`src/rtl/uart_word_tx.sv`:
```
// uart_word_tx: buffers 32-bit result words in a FIFO and feeds them LSB byte first to uart_tx.
// Optional feature macro UART_WORD_TX_CKSUM_EN appends a per-word XOR checksum byte.
module uart_word_tx #(
    parameter int unsigned DEPTH_LOG2 = 4,
    parameter int unsigned WORD_BYTES = 4
) (
    input  logic                    clk,
    input  logic                    reset,
    input  logic                    in_valid,
    output logic                    in_ready,
    input  logic [8*WORD_BYTES-1:0] in_data,
    output logic                    tx_start,
    input  logic                    tx_avl,
    output logic [7:0]              tx_data,
    output logic [DEPTH_LOG2:0]     fifo_count,
    output logic                    busy
);

    localparam int unsigned DATA_W = 8 * WORD_BYTES;
    localparam int unsigned DEPTH  = 1 << DEPTH_LOG2;
    localparam int unsigned CNT_W  = DEPTH_LOG2 + 1;
    localparam int unsigned IDX_W  = (WORD_BYTES > 1) ? $clog2(WORD_BYTES) : 1;

    typedef enum logic [2:0] {
        IDLE,
        ISSUE,
        WAIT_ACK,
`ifdef UART_WORD_TX_CKSUM_EN
        WAIT_DONE,
        CKSUM
`else
        WAIT_DONE
`endif
    } state_t;

    state_t                state, state_d;
    logic [DATA_W-1:0]     mem [DEPTH];
    logic [DATA_W-1:0]     head_c;
    logic [DEPTH_LOG2-1:0] wr_ptr, rd_ptr;
    logic [CNT_W-1:0]      count_d;
    logic                  push_c, pop_c;
    logic [DATA_W-1:0]     sh, sh_d, sh_nxt;
    logic [IDX_W-1:0]      byte_idx, idx_d;
    logic [7:0]            tx_data_d;
    logic                  tx_start_d;
    logic                  busy_d;
`ifdef UART_WORD_TX_CKSUM_EN
    logic [7:0]            acc, acc_d;
    logic                  ck_phase, ck_phase_d;
`endif

    assign push_c = in_valid && in_ready;
    assign head_c = mem[rd_ptr];

    // Occupancy update; a simultaneous push and pop cancels out.
    always_comb begin
        count_d = fifo_count;
        case ({push_c, pop_c})
            2'b10:   count_d = fifo_count + CNT_W'(1);
            2'b01:   count_d = fifo_count - CNT_W'(1);
            default: count_d = fifo_count;
        endcase
    end

    // Word storage; contents need no reset since the pointers define validity.
    always_ff @(posedge clk) begin
        if (push_c) begin
            mem[wr_ptr] <= in_data;
        end
    end

    // Next-state and datapath decode.
    always_comb begin
        state_d    = state;
        pop_c      = 1'b0;
        sh_d       = sh;
        sh_nxt     = sh >> 8;
        idx_d      = byte_idx;
        tx_data_d  = tx_data;
        tx_start_d = 1'b0;
`ifdef UART_WORD_TX_CKSUM_EN
        acc_d      = acc;
        ck_phase_d = ck_phase;
`endif
        case (state)
            IDLE: begin
                if (fifo_count != '0) begin
                    pop_c     = 1'b1;
                    sh_d      = head_c;
                    idx_d     = '0;
                    tx_data_d = head_c[7:0];
                    state_d   = ISSUE;
`ifdef UART_WORD_TX_CKSUM_EN
                    acc_d      = '0;
                    ck_phase_d = 1'b0;
`endif
                end
            end
            ISSUE: begin
                if (tx_avl) begin
                    tx_start_d = 1'b1;
                    state_d    = WAIT_ACK;
`ifdef UART_WORD_TX_CKSUM_EN
                    if (!ck_phase) begin
                        acc_d = acc ^ tx_data;
                    end
`endif
                end
            end
            // Only a low write_avl proves the byte was taken; never re-pulse.
            WAIT_ACK: begin
                if (!tx_avl) begin
                    state_d = WAIT_DONE;
                end
            end
            WAIT_DONE: begin
                if (tx_avl) begin
`ifdef UART_WORD_TX_CKSUM_EN
                    if (ck_phase) begin
                        state_d = IDLE;
                    end else if (byte_idx == IDX_W'(WORD_BYTES - 1)) begin
                        state_d = CKSUM;
                    end else begin
`else
                    if (byte_idx == IDX_W'(WORD_BYTES - 1)) begin
                        state_d = IDLE;
                    end else begin
`endif
                        idx_d     = byte_idx + IDX_W'(1);
                        sh_d      = sh_nxt;
                        tx_data_d = sh_nxt[7:0];
                        state_d   = ISSUE;
                    end
                end
            end
`ifdef UART_WORD_TX_CKSUM_EN
            CKSUM: begin
                tx_data_d  = acc;
                ck_phase_d = 1'b1;
                state_d    = ISSUE;
            end
`endif
            default: state_d = IDLE;
        endcase
        busy_d = (state_d != IDLE) || (count_d != '0);
    end

    always_ff @(posedge clk or posedge reset) begin
        if (reset) begin
            state      <= IDLE;
            wr_ptr     <= '0;
            rd_ptr     <= '0;
            fifo_count <= '0;
            in_ready   <= 1'b1;
            busy       <= 1'b0;
            tx_start   <= 1'b0;
            tx_data    <= '0;
            sh         <= '0;
            byte_idx   <= '0;
`ifdef UART_WORD_TX_CKSUM_EN
            acc        <= '0;
            ck_phase   <= 1'b0;
`endif
        end else begin
            state      <= state_d;
            fifo_count <= count_d;
            in_ready   <= (count_d != CNT_W'(DEPTH));
            busy       <= busy_d;
            tx_start   <= tx_start_d;
            tx_data    <= tx_data_d;
            sh         <= sh_d;
            byte_idx   <= idx_d;
`ifdef UART_WORD_TX_CKSUM_EN
            acc        <= acc_d;
            ck_phase   <= ck_phase_d;
`endif
            if (push_c) begin
                wr_ptr <= wr_ptr + DEPTH_LOG2'(1);
            end
            if (pop_c) begin
                rd_ptr <= rd_ptr + DEPTH_LOG2'(1);
            end
        end
    end

endmodule

```
`config.mk`:
```
export PLATFORM = sky130hd
export DESIGN_NAME = uart_word_tx
export DESIGN_NICKNAME = d
export VERILOG_FILES = /design/src/rtl/uart_word_tx.sv
export SDC_FILE = /design/constraint.sdc
export NUM_CORES = 1
export LEC_CHECK = 0
export BUFFER_PORTS_ARGS = -buffer_cell sky130_fd_sc_hd__buf_2
export CAP_MARGIN = 0
export CORE_MARGIN = 2
export CORE_UTILIZATION = 60
export DETAILED_ROUTE_END_ITERATION = 12
export PLACE_DENSITY = 0.77
export SLEW_MARGIN = 20
export SYNTH_ARGS = -nofsm -noshare
export SYNTH_HDL_FRONTEND = slang
export SYNTH_SLANG_ARGS = --single-unit
export TNS_END_PERCENT = 20
```
`constraint.sdc`:
```
create_clock -name clk -period 4.8 [get_ports clk]
set_input_delay 0.24 -clock clk [delete_from_list [all_inputs] [get_ports clk]]
set_output_delay 0.24 -clock clk [all_outputs]
set_load 0.05 [all_outputs]
```
# == Word level (Yosys, flattened, before mapping) ==
# Memory sizes are Yosys's and may differ from the RTL's.
# Index checks and enable logic that the tools add are counted.
# word_totals
reg_bits,61
mem_bits_rw,512
input_bits,36
out_inout_bits,16
word_cells,59
memories,1
# memory_table
name,words,word_bits,rd,rd_clocked_by_memory_dff,wr,line,text
mem,16,32,1,0,1,37,logic [DATA_W-1:0] mem [DEPTH];
# op_classes
addsub,5
eq_ne,10
n_mux,25
reduce_logical,8
# ops
operator,count
two-way mux 32 bit,3
case mux 32 bit (2 select lines),1
two-way mux 8 bit,3
case mux 8 bit (2 select lines),1
two-way mux 3 bit,4
case mux 3 bit (4 select lines),1
case mux 5 bit (2 select lines),1
nonzero test 5 bit,2
"adder 4 x 1 -> 4 bit, second input constant",2
two-way mux 1 bit,7
"== test 3 x 2 -> 1 bit, second input constant",2
two-way mux 2 bit,3
"inequality test 2 bit, second input constant",3
"adder 5 x 1 -> 5 bit, second input constant",1
"inequality test 5 bit, second input constant",1
"subtractor 5 x 1 -> 5 bit, second input constant",1
"== test 2 bit, second input constant",2
case mux 2 bit (2 select lines),1
AND reduction 4 bit,1
"== test 3 x 1 -> 1 bit, second input constant",1
zero test 3 bit,1
nonzero test 3 bit,1
"adder 2 x 1 -> 2 bit, second input constant",1
"== test 2 x 1 -> 1 bit, second input constant",1
3 further kinds,3

# == Logic depth before layout (Yosys ltp) ==
# Gate-level depths: netlist (run 1).
# logic_depth
depth_word,7
ltp_mapped,14
depth_no_buf,11

# == Worst setup path after synthesis (run 1) ==
# No wires, ideal clock.
# synth_path
kind,reg2reg
start,register in_ready
end,memory mem[3][0] in the netlist's numbering (enable)
setup_time_ns,0.461
arrival_time_ns,3.493
t_required_ns,4.339
path_slack_ns,0.846
path_stages_with_launch,5
path_buffers,1
synth_period_minus_slack_ns,3.954
path_cell_list,dfstp_2 > and2_1 > clkbuf_1 > nand2_1 > nor3_1
# synth_between
elab_chain_cells,3
# synth_lines
element,line,text
start: declaration,10,"output logic in_ready,"
start signal: assignment,167,in_ready <= (count_d != CNT_W'(DEPTH));
logical AND 1 bit,52,assign push_c = in_valid && in_ready;
two-way mux 1 bit,67,if (push_c) begin
two-way mux 1 bit (not written as such),68,mem[wr_ptr] <= in_data;
end: declaration,37,
# Every way passes these cells.

# == Worst setup path after layout (run 1) ==
# layout_path
start,register fifo_count[0]
end,register busy
# layout_between
elab_chain_cells,7
word_cells_on_any_way,13
classes_between,2 x add/sub; 2 x eq/ne; 5 x mux; 4 x reduce/logical
# layout_lines
element,line,text
start: declaration,15,"output logic [DEPTH_LOG2:0] fifo_count,"
start signal: assignment,166,fifo_count <= count_d;
nonzero test 5 bit,87,if (fifo_count != '0) begin
two-way mux 1 bit,87,
two-way mux 1 bit,85,case (state)
== test 2 x 1 -> 1 bit / == test 2 bit (equally long branches),58,"case ({push_c, pop_c})"
case mux 5 bit (2 select lines),58,
nonzero test 5 bit,145,busy_d = (state_d != IDLE) || (count_d != '0);
logical OR 1 bit (*),145,
net busy_d,46,logic busy_d;
end signal: assignment,168,busy <= busy_d;
end: declaration,16,output logic busy
# Mark *: on every way through the listed nets, which the timed path passes. The rest lies on a longest branch.
# A chain may end at the register's enable or synchronous reset.

==> results of run 1 <==
[metal layers]
layer  vias up  global-route usage, %  wire, microns
li1       4325                      -              -
met5         -                      0              0
met4         0                   7.10           1040
met2       575                   41.9          23700
met3        67                   4.24           3880
met1      5504                   36.2          18000
[state kept, by name (all words and copies together) (netlist names)]
name / cells
byte_idx: 2
sh: 25
busy: 1
wr_ptr: 4
in_ready: 1
rd_ptr: 4
mem: 512
tx_data: 7
tx_start: 1
fifo_count: 5
state: 3
[how the worst max path moves through the flow]
stage	startpoint	endpoint	slack, ps
5_1_grt	fifo_count[1]$_DFF_PP0_	busy$_DFF_PP0_	1060
6_report	fifo_count[0]$_DFF_PP0_	busy$_DFF_PP0_	1290
4_1_cts	fifo_count[1]$_DFF_PP0_	busy$_DFF_PP0_	1340
2_1_floorplan	in_ready$_DFF_PP1_	mem[3][0]$_DFFE_PP_	850
3_3_place_gp	fifo_count[0]$_DFF_PP0_	busy$_DFF_PP0_	1470
3_5_place_dp	fifo_count[0]$_DFF_PP0_	busy$_DFF_PP0_	1360
[Yosys cell counts, types with 3 or more instances]
cell type | count | area share (%)
a21oi_1 | 35 | 0.81
a22oi_1 | 22 | 0.76
and2_1 | 4 | 0.12
buf_1 | 7 | 0.12
buf_2 | 15 | 0.35
buf_4 | 12 | 0.41
buf_6 | 4 | 0.21
clkbuf_1 | 24 | 0.41
dfrtp_1 | 52 | 6.0
edfxtp_1 | 512 | 71
ha_1 | 8 | 0.46
inv_1 | 9 | 0.16
mux4_2 | 149 | 15
nand2_1 | 28 | 0.48
nand3_1 | 11 | 0.25
nand4_1 | 3 | 0.086
nor2_1 | 59 | 1.0
nor2b_1 | 4 | 0.12
nor3_1 | 5 | 0.12
o21ai_0 | 3 | 0.069
o22ai_1 | 13 | 0.37
xnor2_1 | 7 | 0.28
xor2_1 | 5 | 0.20
[layout by cell type (no fill, tap or decap), types with 4 or more instances in the layout]
cell type / Yosys / routed
nand3_1: 11 / 11
o22ai_1: 13 / 13
edfxtp_1: 512 / 512
a21oi_1: 35 / 35
inv_1: 9 / 8
clkinv_2: 0 / 12
clkbuf_1: 24 / 9
nor2_4: 0 / 12
xnor2_1: 7 / 7
buf_2: 15 / 51
ha_1: 8 / 8
xor2_1: 5 / 5
dfrtp_1: 52 / 49
a22oi_1: 22 / 22
buf_4: 12 / 26
nand2_1: 28 / 28
and2_1: 4 / 4
mux4_2: 149 / 149
clkinv_1: 0 / 11
nor2_1: 59 / 46
clkbuf_16: 0 / 53
buf_12: 0 / 4
bufinv_16: 0 / 10
[critical path: stages (launching register included)]
cell and delay [ps]:
dfrtp_1 440, nor3_1 330, and2_1 240, or4_1 120
buf_4 310, inv_1 290, ha_1 490, inv_1 90
and2_1 140, mux2i_1 160, xor2_1 260, nand3_1 90
or4_1 400
[per-stage QoR]
step | area, sq um | hold WS (ps)
3_3_place_gp | 22600 | 456
2_1_floorplan | 21700 | 339
6_report | 24400 | 35.7
4_1_cts | 24400 | 9.04
5_1_grt | 24400 | 38.4
3_5_place_dp | 22600 | 463
[power by group through the flow]
| stage | clock [mW] | sequential (mW) | combinational [mW] |
|---|---|---|---|
| after detailed placement | 0 | 6.56 | 3.88 |
| after CTS | 4.34 | 6.48 | 3.94 |
| after global routing | 4.53 | 6.54 | 4.17 |
| after global placement | 0 | 6.53 | 3.82 |
| final | 4.29 | 6.49 | 3.91 |
| after floorplan | 0 | 6.38 | 2.94 |
[cell type report]
| cell class | count | share of cell area [%] |
|---|---|---|
| clock inverters | 36 | 1.75 |
| multi-input cells | 377 | 19.5 |
| well taps | 461 | 2.36 |
| flip-flops and latches | 565 | 68.4 |
| inverters | 9 | 0.138 |
| repair buffers | 83 | 2.25 |
| clock buffers | 62 | 5.57 |
[kinds of logic after synthesis]
logic type | after synthesis | synth area share (%)
compound gates | 80 | 2.30
xor+xnor | 12 | 0.484
fa+ha+maj | 8 | 0.461
buf+inv | 72 | 1.68
flops | 565 | 76.9
mux | 152 | 15.6
other cells | 1 | 0.0173
simple gates | 124 | 2.53
[what timing repair did]
action                                 4_1_cts  5_1_grt
endpoints found under the hold margin       53        0
setup endpoints to repair                    0        0
hold buffers                                 2        0
==> results.toml, run 1 <==
[layout]
final_util_pct = 68.7
multiInputGateArea_sq_um = 4770
regArea_sq_um = 16700
final_cells = 1593
area_growth_pct = 12.5
nFillCells = 2118
drive_gt1_share_pct = 29.5
nets = 1133
n_antenna_cell = 0

[yosys]
ys_ff_latch = 565
ys.flop_type = "edfxtp_1"
syn_nets = 1058
postSynthAreaPerCell_sq_um = 21.4
synthCells = 1014
synth-seq-area-share_pct = 76.9
yosysUniqueCellTypes = 42
synth-edff-count = 512
ys_warn_count = 0
synthArstFlopShare_pct = 9.38
syn_area_sq_um = 21700

[sta]
fin_crit_sh_pct = 73.0
fin_setup_tns_ps = 0
setup_ws_ps = 1290
setup_viol = 0
period_needed_ps = 3510
skew_ps = 19.6
fmax_mhz = 285
rsz0062_at_grt = "no"
final_hold_viol_count = 0
slew_headroom_pct = 29.6
tightest_slew_ps = 1050
slew_viol_final = 0

[global_route]
grt-ovfl-total = 0
antenna_found_initial = 0
grt_pass1_vias = 10735
grt_pass1_wl_mm = 70.2
grtUsageTotal_pct = 25.5
grt_max_degree = 63

[clock_network]
clock_latency_ps = 580
ctsRootBufferMaster = "clkbuf_16"
cts.repair.resized = 0
clkSlewWorstSetupHoldPaths_ps = 60
numCtsBuffers = 53
cts_tree = "done"
post_cts_buffers = 0
clock_path_buffers = 3
htree_levels = 2
cts_num_sinks = 565

[hold_path]
hold_depth = 1
holdPathEnd = "mem[12][9]$_DFFE_PP_"
hp-start = "in_data[9]"
min_path_type = "input port to register"

[floorplanning]
io_pins = 52
row_count = 69
die_h_microns = 194
die_w_microns = 194
floorplan.core_area_sq_um = 35600
die-area_sq_um = 37700
initial_core_util_pct = 61.0

[critical_path]
cp-start-kind = "register"
r2r-end = "busy$_DFF_PP0_"
worst-setup-path-type = "register to register"
r2r-start = "fifo_count[0]$_DFF_PP0_"
critPathRequiredTime_ps = 5240
endpoint_kind = "register"
reg2reg_depth = 12
r2r_slack_ps = 1290
arrival_ps = 3950
worstPathMaxFanout = 27

[routing]
initialDrtViolationCount = 1325
wirelength_mm = 46.6
firstDrtPassIters = 8
ant_nets = 0
vias = 10471
via_per_inst = 6.57
avgRoutedWirePerCell_microns = 29.3
route.detailed.drc = 0

[pwr]
power_frac_seq_pct = 44.2
ir_worst_vdd_mv = 0.553
p_sw_share_pct = 29.6
combPwrFrac_pct = 26.6
p_int_mw = 10.3
finalPower_mw = 14.7
power_switching_mw = 4.35
cellLeakagePower_nw = 7.95
p_per_area_nw_per_um2 = 601
p_clk_share_pct = 29.2

[place]
pre_cts_ws_ps = 1360
io_buffers = 51
place.detailed.hpwl_mm = 24.1
gp_congestion = 0.822
dp_cells = 1493

[status]
status = "finished, final reports clean"

[flow_run]
max-cap-violations = 0
(Power assumes the default switching activity.)
==> run 2, diff against run 1 <==
==> constraint.sdc (replaced) <==
create_clock -name clk -period 3.65 [get_ports clk]
set_input_delay 0.1825 -clock clk [delete_from_list [all_inputs] [get_ports clk]]
set_output_delay 0.1825 -clock clk [all_outputs]
set_load 0.05 [all_outputs]
==> results.toml, run 2 (synthesis results as in run 1) <==
[clock_network]
clock_path_buffers = 3
clkSlewWorstSetupHoldPaths_ps = 60
cts_num_sinks = 565
numCtsBuffers = 53
cts.repair.resized = 0
cts_tree = "done"
htree_levels = 2
ctsRootBufferMaster = "clkbuf_16"
clock_latency_ps = 580

[hold_path]
hold_depth = 3
min_path_type = "input port to register"

[sta]
period_needed_ps = 2970
fmax_mhz = 337
setup_viol = 0
skew_ps = 20.9
setup_ws_ps = 679
tightest_slew_ps = 824
slew_viol_final = 0
fin_crit_sh_pct = 81.4
rsz0062_at_grt = "no"
timing.hold.ws_ps = 177
final_hold_viol_count = 0
slew_headroom_pct = 44.9

[layout]
layout_commonest_cell = "edfxtp_1"
regArea_sq_um = 16700
nFillCells = 2078
nets = 1174
regMostFlops = "mem"
area_growth_pct = 14.4
multiInputGateArea_sq_um = 4760
drive_gt1_share_pct = 29.0
final_cell_mix = "edfxtp_1, mux4_2, clkbuf_16"
largest_reg_flops = 512
reg.largest.list = "mem: 512 flops, sh: 25 flops, tx_data: 7 flops"

[critical_path]
reg2reg_depth = 10
cp-start-kind = "register"
worst-setup-path-type = "register to register"
worstPathMaxFanout = 6
critPathRequiredTime_ps = 4100
endpoint_kind = "register"
arrival_ps = 3420

[routing]
initialDrtViolationCount = 1214
ant_nets = 0
avgRoutedWirePerCell_microns = 29.7
route.detailed.drc = 0
via_per_inst = 6.55
vias = 10701
firstDrtPassIters = 7
wirelength_mm = 48.5

[global_route]
grtUsageTotal_pct = 26.5
grt_max_degree = 54
grt-ovfl-total = 0
grt_pass1_wl_mm = 72.7
grt_pass1_vias = 11357
antenna_found_initial = 1

[floorplanning]
die_w_microns = 194
io_pins = 52
initial_core_util_pct = 61.0
row_count = 69
die-area_sq_um = 37700
die_h_microns = 194
floorplan.core_area_sq_um = 35600

[place]
io_buffers = 51
pre_cts_ws_ps = 707
place.detailed.hpwl_mm = 24.7
gp_congestion = 0.831

[pwr]
ir_worst_vdd_mv = 0.678
p_per_area_nw_per_um2 = 777
p_clk_share_pct = 28.4
combPwrFrac_pct = 27.7
power_frac_seq_pct = 43.9
p_int_mw = 13.5
power_switching_mw = 5.80
cellLeakagePower_nw = 8.12
p_sw_share_pct = 30.1

[flow_run]
max-cap-violations = 0

[status]
status = "finished, final reports clean"
[run 2: worst max-delay path: stages, from the launching register on]
cell and delay [ps]:
dfrtp_1 420, a2111o_1 490, a21oi_1 320, xor2_1 130
ha_1 220, a21o_1 180, and2_1 160, mux2i_1 180
xor2_1 250, nand3_1 90, or4_1 410
[run 2: power groups by stage]
stage	Combinational, mW	Clock, mW	Sequential (mW)
floorplan	3.87	0	8.39
global placement	5.18	0	8.51
detailed placement	5.28	0	8.56
CTS	5.41	5.53	8.46
global route	5.70	5.77	8.53
finish	5.35	5.48	8.46
[run 2: area by class of cell]
class	count	share of cell area, %
flip-flops and latches	565	67.3
well taps	461	2.32
clock buffers	65	5.52
diodes	1	0.0101
clock inverters	31	1.36
inverters	9	0.136
multi-input cells	377	19.2
repair buffers	124	4.23
[run 2: final timing paths]
check,to,slack (ps),startpoint
max,busy$_DFF_PP0_,680,state[2]$_DFF_PP0_
min,wr_ptr[0]$_DFFE_PP0P_,180,in_valid
max reg2reg,busy$_DFF_PP0_,680,state[2]$_DFF_PP0_
min reg2reg,byte_idx[1]$_DFFE_PP0P_,510,byte_idx[1]$_DFFE_PP0P_
max in group asynchronous,in_ready$_DFF_PP1_,2580,reset
min in group asynchronous,busy$_DFF_PP0_,190,reset
[run 2: routing by layer]
metal  share of wire, %  GRT usage [%]  vias to the layer above
met3                7.9           5.06                      110
met1                 37           35.4                     5593
met5                  0              0                        -
met4                2.6           8.70                        0
met2                 53           44.9                      592
li1                   -              -                     4406
[run 2: timing repair]
action	CTS	global route
buffers inserted	0	0
hold endpoints to repair	532	0
hold buffers	34	0
[run 2: per-stage QoR]
step / utilization [%] / instance area (sq um) / TNS (ps) / instances / power [mW]
5_1_grt: 69.9 / 24800 / 0 / 1633 / 20.0
6_report: 69.9 / 24800 / 0 / 1633 / 19.3
4_1_cts: 69.8 / 24800 / 0 / 1632 / 19.4
2_1_floorplan: - / 21700 / -25690 / 1014 / 12.3
3_5_place_dp: 64.1 / 22800 / 0 / 1502 / 13.8
3_3_place_gp: 64.1 / 22800 / 0 / 1502 / 13.7
